$ cat config.mk
export PLATFORM = sky130hd
export DESIGN_NAME = mem_bus_arbiter
export DESIGN_NICKNAME = d
export VERILOG_FILES = /design/src/rtl/mem_bus_arbiter_pkg.sv /design/src/rtl/mem_bus_arbiter.sv
export SDC_FILE = /design/constraint.sdc
export NUM_CORES = 1
export LEC_CHECK = 0
export CORE_ASPECT_RATIO = 0.5
export CORE_UTILIZATION = 65
export CTS_CLUSTER_DIAMETER = 80
export DETAILED_ROUTE_END_ITERATION = 16
export DONT_BUFFER_PORTS = 1
export PLACE_DENSITY = 0.79
export SETUP_SLACK_MARGIN = 0.1
export SLEW_MARGIN = 20
export SYNTH_ARGS = -nofsm -noshare
export SYNTH_HDL_FRONTEND = slang
export SYNTH_SLANG_ARGS = --single-unit
$ cat constraint.sdc
create_clock -name clk -period 4.85 [get_ports clk]
set_clock_uncertainty 0.05 [all_clocks]
set_input_delay 1.455 -clock clk [delete_from_list [all_inputs] [get_ports clk]]
set_output_delay 1.455 -clock clk [all_outputs]
set_load 0.005 [all_outputs]
$ cat src/rtl/mem_bus_arbiter_pkg.sv
// ============================================================================
// Module : mem_bus_arbiter_pkg
// Brief  : Shared types and constants for the instruction/data bus arbiter.
// Rev    : 1.0 - initial release
// ============================================================================
`default_nettype none

package mem_bus_arbiter_pkg;

    typedef enum logic [2:0] {
        ARB_IDLE   = 3'd0,
        ARB_D_BUSY = 3'd1,
        ARB_I_BUSY = 3'd2,
        ARB_D_DONE = 3'd3,
        ARB_I_DONE = 3'd4
    } arb_state_e;

    localparam logic [31:0] ZERO_WORD = 32'h0000_0000;
    localparam logic [3:0]  SEL_WORD  = 4'b1111;

    typedef struct packed {
        logic        we;
        logic [3:0]  sel;
        logic [31:0] addr;
        logic [31:0] data;
    } bus_req_t;

    function automatic logic is_busy(input arb_state_e s);
        return (s == ARB_D_BUSY) || (s == ARB_I_BUSY);
    endfunction

endpackage

`default_nettype wire

$ cat src/rtl/mem_bus_arbiter.sv
// ============================================================================
// Module : mem_bus_arbiter
// Brief  : Round-robin share of one cyc/stb/ack memory bus between the IF
//          instruction port and the MEM data port, with per-port stalls.
// Rev    : 1.0 - initial release
// ============================================================================
`default_nettype none

module mem_bus_arbiter
    import mem_bus_arbiter_pkg::*;
#(
    parameter int unsigned TIMEOUT = 255
) (
    input  logic        clk,
    input  logic        rst,
    input  logic        flush_i,

    input  logic        ibus_ce_i,
    input  logic [31:0] ibus_addr_i,
    output logic [31:0] ibus_data_o,
    output logic        ibus_stallreq_o,

    input  logic        dbus_ce_i,
    input  logic        dbus_we_i,
    input  logic [3:0]  dbus_sel_i,
    input  logic [31:0] dbus_addr_i,
    input  logic [31:0] dbus_data_i,
    output logic [31:0] dbus_data_o,
    output logic        dbus_stallreq_o,

    output logic        bus_err_o,

    output logic        mbus_cyc_o,
    output logic        mbus_stb_o,
    output logic        mbus_we_o,
    output logic [3:0]  mbus_sel_o,
    output logic [31:0] mbus_addr_o,
    output logic [31:0] mbus_data_o,
    input  logic [31:0] mbus_data_i,
    input  logic        mbus_ack_i
);

    localparam logic [7:0] TMO_LAST = 8'(TIMEOUT - 1);

    arb_state_e  state_q;
    logic        last_d_q;
    logic        flushed_q;
    logic [7:0]  tmo_cnt_q;
    logic [31:0] ibus_data_q;
    logic [31:0] dbus_data_q;
    logic        bus_err_q;
    logic        mbus_cyc_q;
    logic        mbus_we_q;
    logic [3:0]  mbus_sel_q;
    logic [31:0] mbus_addr_q;
    logic [31:0] mbus_data_q;

    logic        w_busy;
    logic        w_grant_d;
    logic        w_grant_i;
    logic        w_kill;
    logic        w_timeout;
    logic        w_finish;
    logic        w_served_d;
    bus_req_t    w_req;

    // D wins a tie unless it also won the previous grant.
    assign w_busy     = is_busy(state_q);
    assign w_grant_d  = dbus_ce_i & (~ibus_ce_i | ~last_d_q);
    assign w_grant_i  = ibus_ce_i & ~w_grant_d;
    assign w_kill     = w_busy & (flush_i | flushed_q);
    assign w_timeout  = w_busy & ~mbus_ack_i & (tmo_cnt_q == TMO_LAST);
    assign w_finish   = w_busy & (mbus_ack_i | w_timeout);
    assign w_served_d = (state_q == ARB_D_BUSY);

    always_comb begin
        w_req = '0;
        if (w_grant_d) begin
            w_req.we   = dbus_we_i;
            w_req.sel  = dbus_sel_i;
            w_req.addr = dbus_addr_i;
            w_req.data = dbus_data_i;
        end else begin
            w_req.we   = 1'b0;
            w_req.sel  = SEL_WORD;
            w_req.addr = ibus_addr_i;
            w_req.data = ZERO_WORD;
        end
    end

    always_ff @(posedge clk) begin
        if (rst) begin
            state_q     <= ARB_IDLE;
            last_d_q    <= 1'b0;
            flushed_q   <= 1'b0;
            tmo_cnt_q   <= 8'd0;
            ibus_data_q <= ZERO_WORD;
            dbus_data_q <= ZERO_WORD;
            bus_err_q   <= 1'b0;
            mbus_cyc_q  <= 1'b0;
            mbus_we_q   <= 1'b0;
            mbus_sel_q  <= 4'b0000;
            mbus_addr_q <= ZERO_WORD;
            mbus_data_q <= ZERO_WORD;
        end else begin
            bus_err_q <= 1'b0;
            case (state_q)
                ARB_IDLE: begin
                    if (!flush_i && (w_grant_d || w_grant_i)) begin
                        state_q     <= w_grant_d ? ARB_D_BUSY : ARB_I_BUSY;
                        mbus_cyc_q  <= 1'b1;
                        mbus_we_q   <= w_req.we;
                        mbus_sel_q  <= w_req.sel;
                        mbus_addr_q <= w_req.addr;
                        mbus_data_q <= w_req.data;
                        tmo_cnt_q   <= 8'd0;
                        flushed_q   <= 1'b0;
                    end
                end
                ARB_D_BUSY, ARB_I_BUSY: begin
                    // A flushed cycle still runs to completion; only its result is dropped.
                    if (flush_i) begin
                        flushed_q <= 1'b1;
                    end
                    if (w_finish) begin
                        mbus_cyc_q <= 1'b0;
                        last_d_q   <= w_served_d;
                        tmo_cnt_q  <= 8'd0;
                        flushed_q  <= 1'b0;
                        bus_err_q  <= w_timeout;
                        if (w_kill) begin
                            state_q <= ARB_IDLE;
                        end else if (w_served_d) begin
                            state_q     <= ARB_D_DONE;
                            dbus_data_q <= mbus_ack_i ? mbus_data_i : ZERO_WORD;
                        end else begin
                            state_q     <= ARB_I_DONE;
                            ibus_data_q <= mbus_ack_i ? mbus_data_i : ZERO_WORD;
                        end
                    end else begin
                        tmo_cnt_q <= tmo_cnt_q + 8'd1;
                    end
                end
                ARB_D_DONE, ARB_I_DONE: begin
                    state_q <= ARB_IDLE;
                end
                default: begin
                    state_q <= ARB_IDLE;
                end
            endcase
        end
    end

    assign ibus_stallreq_o = ibus_ce_i & (state_q != ARB_I_DONE) & ~w_kill;
    assign dbus_stallreq_o = dbus_ce_i & (state_q != ARB_D_DONE) & ~w_kill;

    assign ibus_data_o = ibus_data_q;
    assign dbus_data_o = dbus_data_q;
    assign bus_err_o   = bus_err_q;
    assign mbus_cyc_o  = mbus_cyc_q;
    assign mbus_stb_o  = mbus_cyc_q;
    assign mbus_we_o   = mbus_we_q;
    assign mbus_sel_o  = mbus_sel_q;
    assign mbus_addr_o = mbus_addr_q;
    assign mbus_data_o = mbus_data_q;

endmodule

`default_nettype wire

# == Word level (Yosys, flattened, before mapping) ==
# Cells that the tools add are included.
# totals
reg_bits,148
in_bits,139
word_cells,76
# classes
addsub,1
eq_ne,8
n_mux,18
n_bitwise,21
reduce_logical,16
# op_table
operator,n
69-bit 2-to-1 mux,1
32-bit 2-to-1 mux,1
8-bit 2-to-1 mux,2
8-bit case mux with 2 select lines,1
3-bit 2-to-1 mux,4
1-bit bitwise AND,10
"8-bit by 1-bit adder with 8-bit output, second input constant",1
"8-bit == test, second input constant",1
1-bit inverter,8
2-bit AND reduction,4
4-bit AND reduction,2
"3-bit inequality test, second input constant",2
3-bit case mux with 2 select lines,1
3-bit AND reduction,2
1-bit 2-to-1 mux,5
"2-bit inequality test, second input constant",2
1-bit case mux with 2 select lines,2
"3-bit by 1-bit == test with 1-bit output, second input constant",1
"3-bit by 2-bit == test with 1-bit output, second input constant",1
3-bit logical NOT,1
"3-bit by 2-bit inequality test with 1-bit output, second input constant",1
1-bit OR,3
3-bit OR reduction,1
1-bit logical OR,2
5 further kinds,5

# == Longest topological paths before layout ==
# Gate-level depths: netlist of run 1.
# depth
ltp_word,9
depth_mapped,8
mapped_depth_nobuf,6

# == Worst setup path before layout of run 1 ==
# Ideal clock, no wire load.
# synth_path
path_kind,input -> output
from,input port flush_i
to,output port dbus_stallreq_o
arrival_ns,1.961
t_required_ns,3.345
path_slack_ns,1.384
cell_stages,4
path_buffers,0
path_cell_list,nor2_1 -> nor2_1 -> a21oi_1 -> o21a_1
# synth_between
elab_chain_len,4
# synth_lines
item,line,rtl
"start, declared",mem_bus_arbiter.sv:16,"input logic flush_i,"
1-bit OR,mem_bus_arbiter.sv:71,assign w_kill = w_busy & (flush_i | flushed_q);
1-bit bitwise AND,mem_bus_arbiter.sv:71,
1-bit inverter (no line),-,
1-bit bitwise AND,mem_bus_arbiter.sv:155,assign dbus_stallreq_o = dbus_ce_i & (state_q != ARB_D_DONE) & ~w_kill;
"end, declared",mem_bus_arbiter.sv:29,"output logic dbus_stallreq_o,"
# No other way between the ends.

# == Final worst setup path of run 1 ==
# Ends and elaborated chain as after synthesis.

==> results of run 1 <==
## worst reg2reg max path: stages (launching register included)
cell	delay (ps)
sky130_fd_sc_hd__dfxtp_1	420
sky130_fd_sc_hd__nor2_1	250
sky130_fd_sc_hd__and3b_4	710
sky130_fd_sc_hd__buf_12	380
sky130_fd_sc_hd__nor2_1	100
sky130_fd_sc_hd__a211oi_1	260
## synthesized netlist by cell type, types with 2 or more instances
library cell / count
sky130_fd_sc_hd__a211oi_1: 32
sky130_fd_sc_hd__a21oi_1: 9
sky130_fd_sc_hd__a311oi_1: 4
sky130_fd_sc_hd__a32o_1: 33
sky130_fd_sc_hd__and2_1: 33
sky130_fd_sc_hd__and3_1: 2
sky130_fd_sc_hd__buf_2: 18
sky130_fd_sc_hd__buf_6: 2
sky130_fd_sc_hd__buf_8: 3
sky130_fd_sc_hd__clkbuf_1: 29
sky130_fd_sc_hd__dfxtp_1: 148
sky130_fd_sc_hd__ha_1: 2
sky130_fd_sc_hd__inv_1: 7
sky130_fd_sc_hd__mux2i_1: 97
sky130_fd_sc_hd__nand2_1: 70
sky130_fd_sc_hd__nand3_1: 10
sky130_fd_sc_hd__nand4_1: 2
sky130_fd_sc_hd__nor2_1: 79
sky130_fd_sc_hd__nor3_1: 3
sky130_fd_sc_hd__o21a_1: 2
sky130_fd_sc_hd__o21ai_0: 6
sky130_fd_sc_hd__or3_1: 3
sky130_fd_sc_hd__xor2_1: 2
## flip-flops by register name, summed over array words and instances, names as in the netlist
signal	flops
state_q	3
ibus_data_o	32
mbus_sel_o	4
mbus_data_o	32
dbus_data_o	32
bus_err_o	1
flushed_q	1
mbus_we_o	1
mbus_cyc_o	1
last_d_q	1
mbus_addr_o	32
tmo_cnt_q	8
## worst paths after layout
check                        from  slack, ps              end  depth (start not counted)
setup / recovery          flush_i       1300  dbus_stallreq_o                          4
hold / removal    dbus_data_o[18]        420  dbus_data_o[18]                          2
setup reg to reg       state_q[2]       2590  mbus_addr_o[29]                          5
hold reg to reg   dbus_data_o[18]        420  dbus_data_o[18]                          2
## where the power goes
| group | total (mW) | leakage (nW) | internal [mW] | switching, mW |
|---|---|---|---|---|
| registers | 1.32 | 1.20 | 1.27 | 0.0490 |
| clock network | 1.34 | 0.288 | 0.842 | 0.498 |
| logic | 0.230 | 0.985 | 0.0974 | 0.133 |
| total | 2.89 | 2.48 | 2.21 | 0.680 |
## cell families after synthesis
group / count (synthesis)
xor gates and xnor gates: 3
adders and majority gates: 2
muxes: 97
and+or+nand+nor: 209
buffers and inverters: 61
DFF: 148
AOI/OAI and AO/OA: 100
## layout make-up
type / instances / area (um^2)
fill: 669 / 2220
tap: 117 / 146
sequential: 148 / 2960
clock inverter: 10 / 148
inverter: 8 / 30.0
timing repair buffer: 8 / 85.1
clock buffer: 22 / 464
multi-input combinational: 411 / 2800
## metal layers
layer / track usage, % / routed length (um)
met5: 0 / 0
met4: 11.9 / 201
met3: 10.3 / 1240
met2: 49.7 / 7060
met1: 31.8 / 5230
==> impl_metrics.toml, run 1 <==
[yosys]
synth-warning-count = 0
synth-async-reset-ratio_pct = 0
synth.cell_area_um2 = 6040
synth.lib_cells_used.distinct = 47
post_synth_fa_ha_maj_area_fraction_pct = 0.414
synth-edff-count = 0
synth_seq_cells = 148
post_synth_xor_area_fraction_pct = 0.559
synth_top_family_by_area = "multiplexers"
seq_area_frac_synth_pct = 49.0
ys_dominant_reg_cell = "sky130_fd_sc_hd__dfxtp_1"
postSynthAreaPerCell_um2 = 9.75
yosysTopAreaCell = "sky130_fd_sc_hd__dfxtp_1"
yosys.area_share.simple_pct = 15.5
synth_top_cells_by_area = "sky130_fd_sc_hd__dfxtp_1 49%, sky130_fd_sc_hd__mux2i_1 16%, sky130_fd_sc_hd__a32o_1 5.5%, sky130_fd_sc_hd__nor2_1 4.9%, sky130_fd_sc_hd__nand2_1 4.3%"
synth_nets = 761
synth-compound-area-share_pct = 13.5
synthMuxAreaShare_pct = 16.1
netlist.area_leader.share_pct = 49.0
syn_inst = 620

[cells_and_area]
layout.cells.non_filler = 724
layout.cells.most_common_list = "148 x sky130_fd_sc_hd__dfxtp_1, 97 x sky130_fd_sc_hd__mux2i_1, 78 x sky130_fd_sc_hd__nor2_1"
post_route_cells_drive_above_1_share_pct = 7.58
area_growth_pct = 9.85
final_core_utilization_pct = 75.0
final_nets = 735
post_route_standard_cell_area_excluding_fillers_um2 = 6640
most_common_library_cell_in_the_layout_ignoring_fill_and_taps = "sky130_fd_sc_hd__dfxtp_1"
antenna-diode-count = 0

[timing]
pin_slew_with_the_least_headroom_to_its_limit_ps = 934
worst_slew_margin_rel_pct = 37.6
slew_violations = 0
min_period_ps = 3550
worst_hold_slack_ps = 423
timing.setup.tns_ps = 0
max_freq_ghz = 0.281
rsz0062_at_grt = "no"
final.period_utilization_pct = 73.3
post-route-worst-setup-slack_ps = 1300
final-setup-viol-count = 0
timing.final.hold_violations = 0

[placement]
sum_of_net_half_perimeters_after_detailed_placement_mm = 9.44
routabilityCongestion = 0.783
placed_cells_incl_taps = 692
dpl_worst_slack_ps = 1310
placedInstanceArea_um2 = 6030
io_buffers = 0

[cts]
cts_post_setup_buffers_inserted = 0
cts-resized-gates = 0
insertion_delay_ps = 400
numClockSinks = 148
cts_tree = "yes"
htreeDepth = 4
ctsLongestPathBuffers = 2
clock-root-buffer = "sky130_fd_sc_hd__clkbuf_16"
tritoncts.num_buffers = 17
holdBufCountCts = 0
path_clk_slew_ps = 60

[critical_path]
cp_cell_sequence = "nor2_1 -> nor2_1 -> a21oi_1 -> o21a_1"
critPathSlowestCell = "sky130_fd_sc_hd__nor2_1"
cp.buffers_inverters = 0
slowest_delay_ps = 260
worst_setup_path_end_kind = "output port"
worst_setup_path_start_kind = "input port"
worst-path-max-fanout = 6
arrival_time_of_the_worst_setup_path_ps = 2050
worst_ep_required_time_ps = 3350
worstSetupPathType = "in2out"
path_delay_family = "simple AND/OR/NAND/NOR gates"
critical-path-top-cell-by-count = "sky130_fd_sc_hd__nor2_1"

[global_routing]
grt_ovf = 0
number_of_antenna_violations_at_the_first_check_in_global_routing = 0
first_pass_grt_wire_length_mm = 21.6
grt_start_max_net_pins = 81
first_global_vias = 4125
grt_util_all_layers_pct = 28.5

[pwr]
power_density_nw_per_um2 = 435
peakVddDrop_uv = 323
power.static_leakage_nw = 2.48
power.total_mw = 2.89

[route]
route.detailed.vias_per_inst = 6.11
drt_pass1_iterations = 11
via_count = 4426
drt_drc_violations_left = 24
drt-total-wl_mm = 13.7
drt.antenna.violating_nets = 0
drt-wirelength-per-cell_um = 19.0
initialDrtViolationCount = 260

[job]
cap_viol_max_count = 0

[floorplanning]
std_cell_rows = 24
design.portCount = 277
area_enclosed_by_the_die_boundary_um2 = 9710
initial_utilization_pct = 68.2
floorplan.core_area_um2 = 8860
floorplan.die.height_um = 70.2
die-width_um = 138

[run_status]
outcome = "finished with violations"
failed_checks = "design-rule violations"

[min_path]
hold_class = "reg2reg"
No activity file was read; power rests on OpenSTA's default activity.
==> inputs of run 2 (changes only) <==
--- a/config.mk
+++ b/config.mk
@@ -6,11 +6,11 @@
 export NUM_CORES = 1
 export LEC_CHECK = 0
 export CORE_ASPECT_RATIO = 0.5
-export CORE_UTILIZATION = 65
+export CORE_UTILIZATION = 57
 export CTS_CLUSTER_DIAMETER = 80
 export DETAILED_ROUTE_END_ITERATION = 16
 export DONT_BUFFER_PORTS = 1
-export PLACE_DENSITY = 0.79
+export PLACE_DENSITY = 0.73
 export SETUP_SLACK_MARGIN = 0.1
 export SLEW_MARGIN = 20
 export SYNTH_ARGS = -nofsm -noshare
==> constraint.sdc (replaced) <==
create_clock -name clk -period 2.9 [get_ports clk]
set_clock_uncertainty 0.05 [all_clocks]
set_input_delay 0.87 -clock clk [delete_from_list [all_inputs] [get_ports clk]]
set_output_delay 0.87 -clock clk [all_outputs]
set_load 0.005 [all_outputs]
==> run 2 against run 1 <==
The flow now finishes without violations. Power is 59% higher. Sequential share of layout area is 0.13 points higher. Utilization is 10 points lower. Sequential cell count stayed put. Routed wire length is 2.0% lower. Critical endpoint is now ibus_stallreq_o. Largest cell class unchanged. Largest power group is now sequential cells.
==> impl_metrics.toml, run 2 (same netlist as run 1, synthesis figures left out) <==
[cells_and_area]
fillCellCount = 836
layout.cells.most_common_list = "148 x sky130_fd_sc_hd__dfxtp_1, 97 x sky130_fd_sc_hd__mux2i_1, 78 x sky130_fd_sc_hd__nor2_1"
post_route_cells_drive_above_1_share_pct = 8.06
final_nets = 736
final_core_utilization_pct = 64.6
most_common_library_cell_in_the_layout_ignoring_fill_and_taps = "sky130_fd_sc_hd__dfxtp_1"
antenna-diode-count = 0
area_growth_pct = 9.54

[floorplanning]
area_enclosed_by_the_die_boundary_um2 = 11000
die-width_um = 148
design.portCount = 277
initial_utilization_pct = 59.0
floorplan.die.height_um = 74.8
std_cell_rows = 26
floorplan.core_area_um2 = 10200

[placement]
sum_of_net_half_perimeters_after_detailed_placement_mm = 9.25
routabilityCongestion = 0.821
io_buffers = 0

[timing]
timing.setup.tns_ps = 0
max_freq_ghz = 0.413
pin_slew_with_the_least_headroom_to_its_limit_ps = 621
rsz0062_at_grt = "no"
timing.final.hold_violations = 0
min_period_ps = 2420
final.period_utilization_pct = 83.4
final-setup-viol-count = 0
slew_violations = 0
worst_slew_margin_rel_pct = 58.1

[pwr]
power.total_mw = 4.60
power.static_leakage_nw = 2.46
peakVddDrop_uv = 417
power_density_nw_per_um2 = 695

[critical_path]
worst_ep_required_time_ps = 1980
worstSetupPathType = "reg2out"
cp_cell_sequence = "xnor2_2 -> o311a_1"
critical_path.reg2reg.startpoint = "state_q[0]"
startpoint = "state_q[0]"
slowest_delay_ps = 570
cp.buffers_inverters = 0
critPathSlowestCell = "sky130_fd_sc_hd__dfxtp_1"
arrival_time_of_the_worst_setup_path_ps = 1500
worst-path-max-fanout = 12
path_delay_family = "flip-flops"
worst_setup_path_start_kind = "flip-flop"
worst_setup_path_end_kind = "output port"

[cts]
clock-root-buffer = "sky130_fd_sc_hd__clkbuf_16"
tritoncts.num_buffers = 17
path_clk_slew_ps = 70
insertion_delay_ps = 400
htreeDepth = 4
holdBufCountCts = 0
numClockSinks = 148
ctsLongestPathBuffers = 2
cts-resized-gates = 0
cts_post_setup_buffers_inserted = 0
cts_tree = "yes"

[global_routing]
grt_start_max_net_pins = 81
grt_ovf = 0
first_pass_grt_wire_length_mm = 20.3
grt_util_all_layers_pct = 23.6
first_global_vias = 3933
number_of_antenna_violations_at_the_first_check_in_global_routing = 0

[route]
route.detailed.vias_per_inst = 5.79
met2_wirelength_mm = 6.72
drt-wirelength-per-cell_um = 18.0
drt.antenna.violating_nets = 0
highest-signal-layer = "met4"
drt_pass1_iterations = 4
route.met3.wl_mm = 1.11
initialDrtViolationCount = 186
drt-total-wl_mm = 13.5
met1_routed_length_mm = 5.54
drt_drc_violations_left = 0
via_count = 4332

[job]
cap_viol_max_count = 0

[min_path]
hold_class = "reg2reg"
worstHoldStart = "dbus_data_o[18]"

[run_status]
outcome = "complete, no violations"
run 2: changes by cell type in the layout (fill, tap and decap cells not counted):
cell,previous run,this run
sky130_fd_sc_hd__clkbuf_8,2,0
sky130_fd_sc_hd__buf_12,2,3
sky130_fd_sc_hd__clkinv_4,2,1
sky130_fd_sc_hd__inv_6,2,9
sky130_fd_sc_hd__clkbuf_1,3,1
sky130_fd_sc_hd__clkinv_2,0,1
sky130_fd_sc_hd__bufinv_16,3,0
run 2: path summary, 6_finish.rpt:
path | depth (start not counted) | slack (ps) | end
min | 2 | 420 | dbus_data_o[18]
min reg2reg | 2 | 420 | dbus_data_o[18]
max | 2 | 480 | ibus_stallreq_o
max reg2reg | 5 | 870 | ibus_data_o[19]
run 2: report_power, final:
group	internal [mW]	switching, mW
clock	1.12	0.890
sequential	2.12	0.0807
combinational	0.164	0.223
total	3.41	1.19
run 2: area by class of cell:
cell class	count	area [um^2]	area share (%)
clock inverter	14	115	1.74
timing repair buffer	9	105	1.59
tap	140	175	2.65
inverter	8	30.0	0.454
multi-input combinational	411	2800	42.3
sequential	148	2960	44.7
clock buffer	18	429	6.48
run 2: metal layers:
layer / track usage, % / vias to the layer above
met5: 0 / -
li1: - / 2145
met2: 41.0 / 145
met1: 28.1 / 2029
met3: 8.55 / 13
met4: 6.87 / 0
run 2: worst register-to-register path: stages (launching register included):
cell and delay [ps]:
sky130_fd_sc_hd__dfxtp_1 570, sky130_fd_sc_hd__xnor2_2 160, sky130_fd_sc_hd__o41ai_1 520, sky130_fd_sc_hd__a21oi_2 110
sky130_fd_sc_hd__buf_4 260, sky130_fd_sc_hd__a32o_1 260
run 2: stage by stage:
step | area, um^2 | cells | setup slack, ps | hold WS [ps]
2_1_floorplan | 6040 | 620 | 604 | 387
3_3_place_gp | 6080 | 716 | 532 | 408
3_5_place_dp | 6080 | 716 | 512 | 417
4_1_cts | 6620 | 748 | 484 | 426
5_1_grt | 6620 | 748 | 407 | 447
6_report | 6620 | 748 | 481 | 422
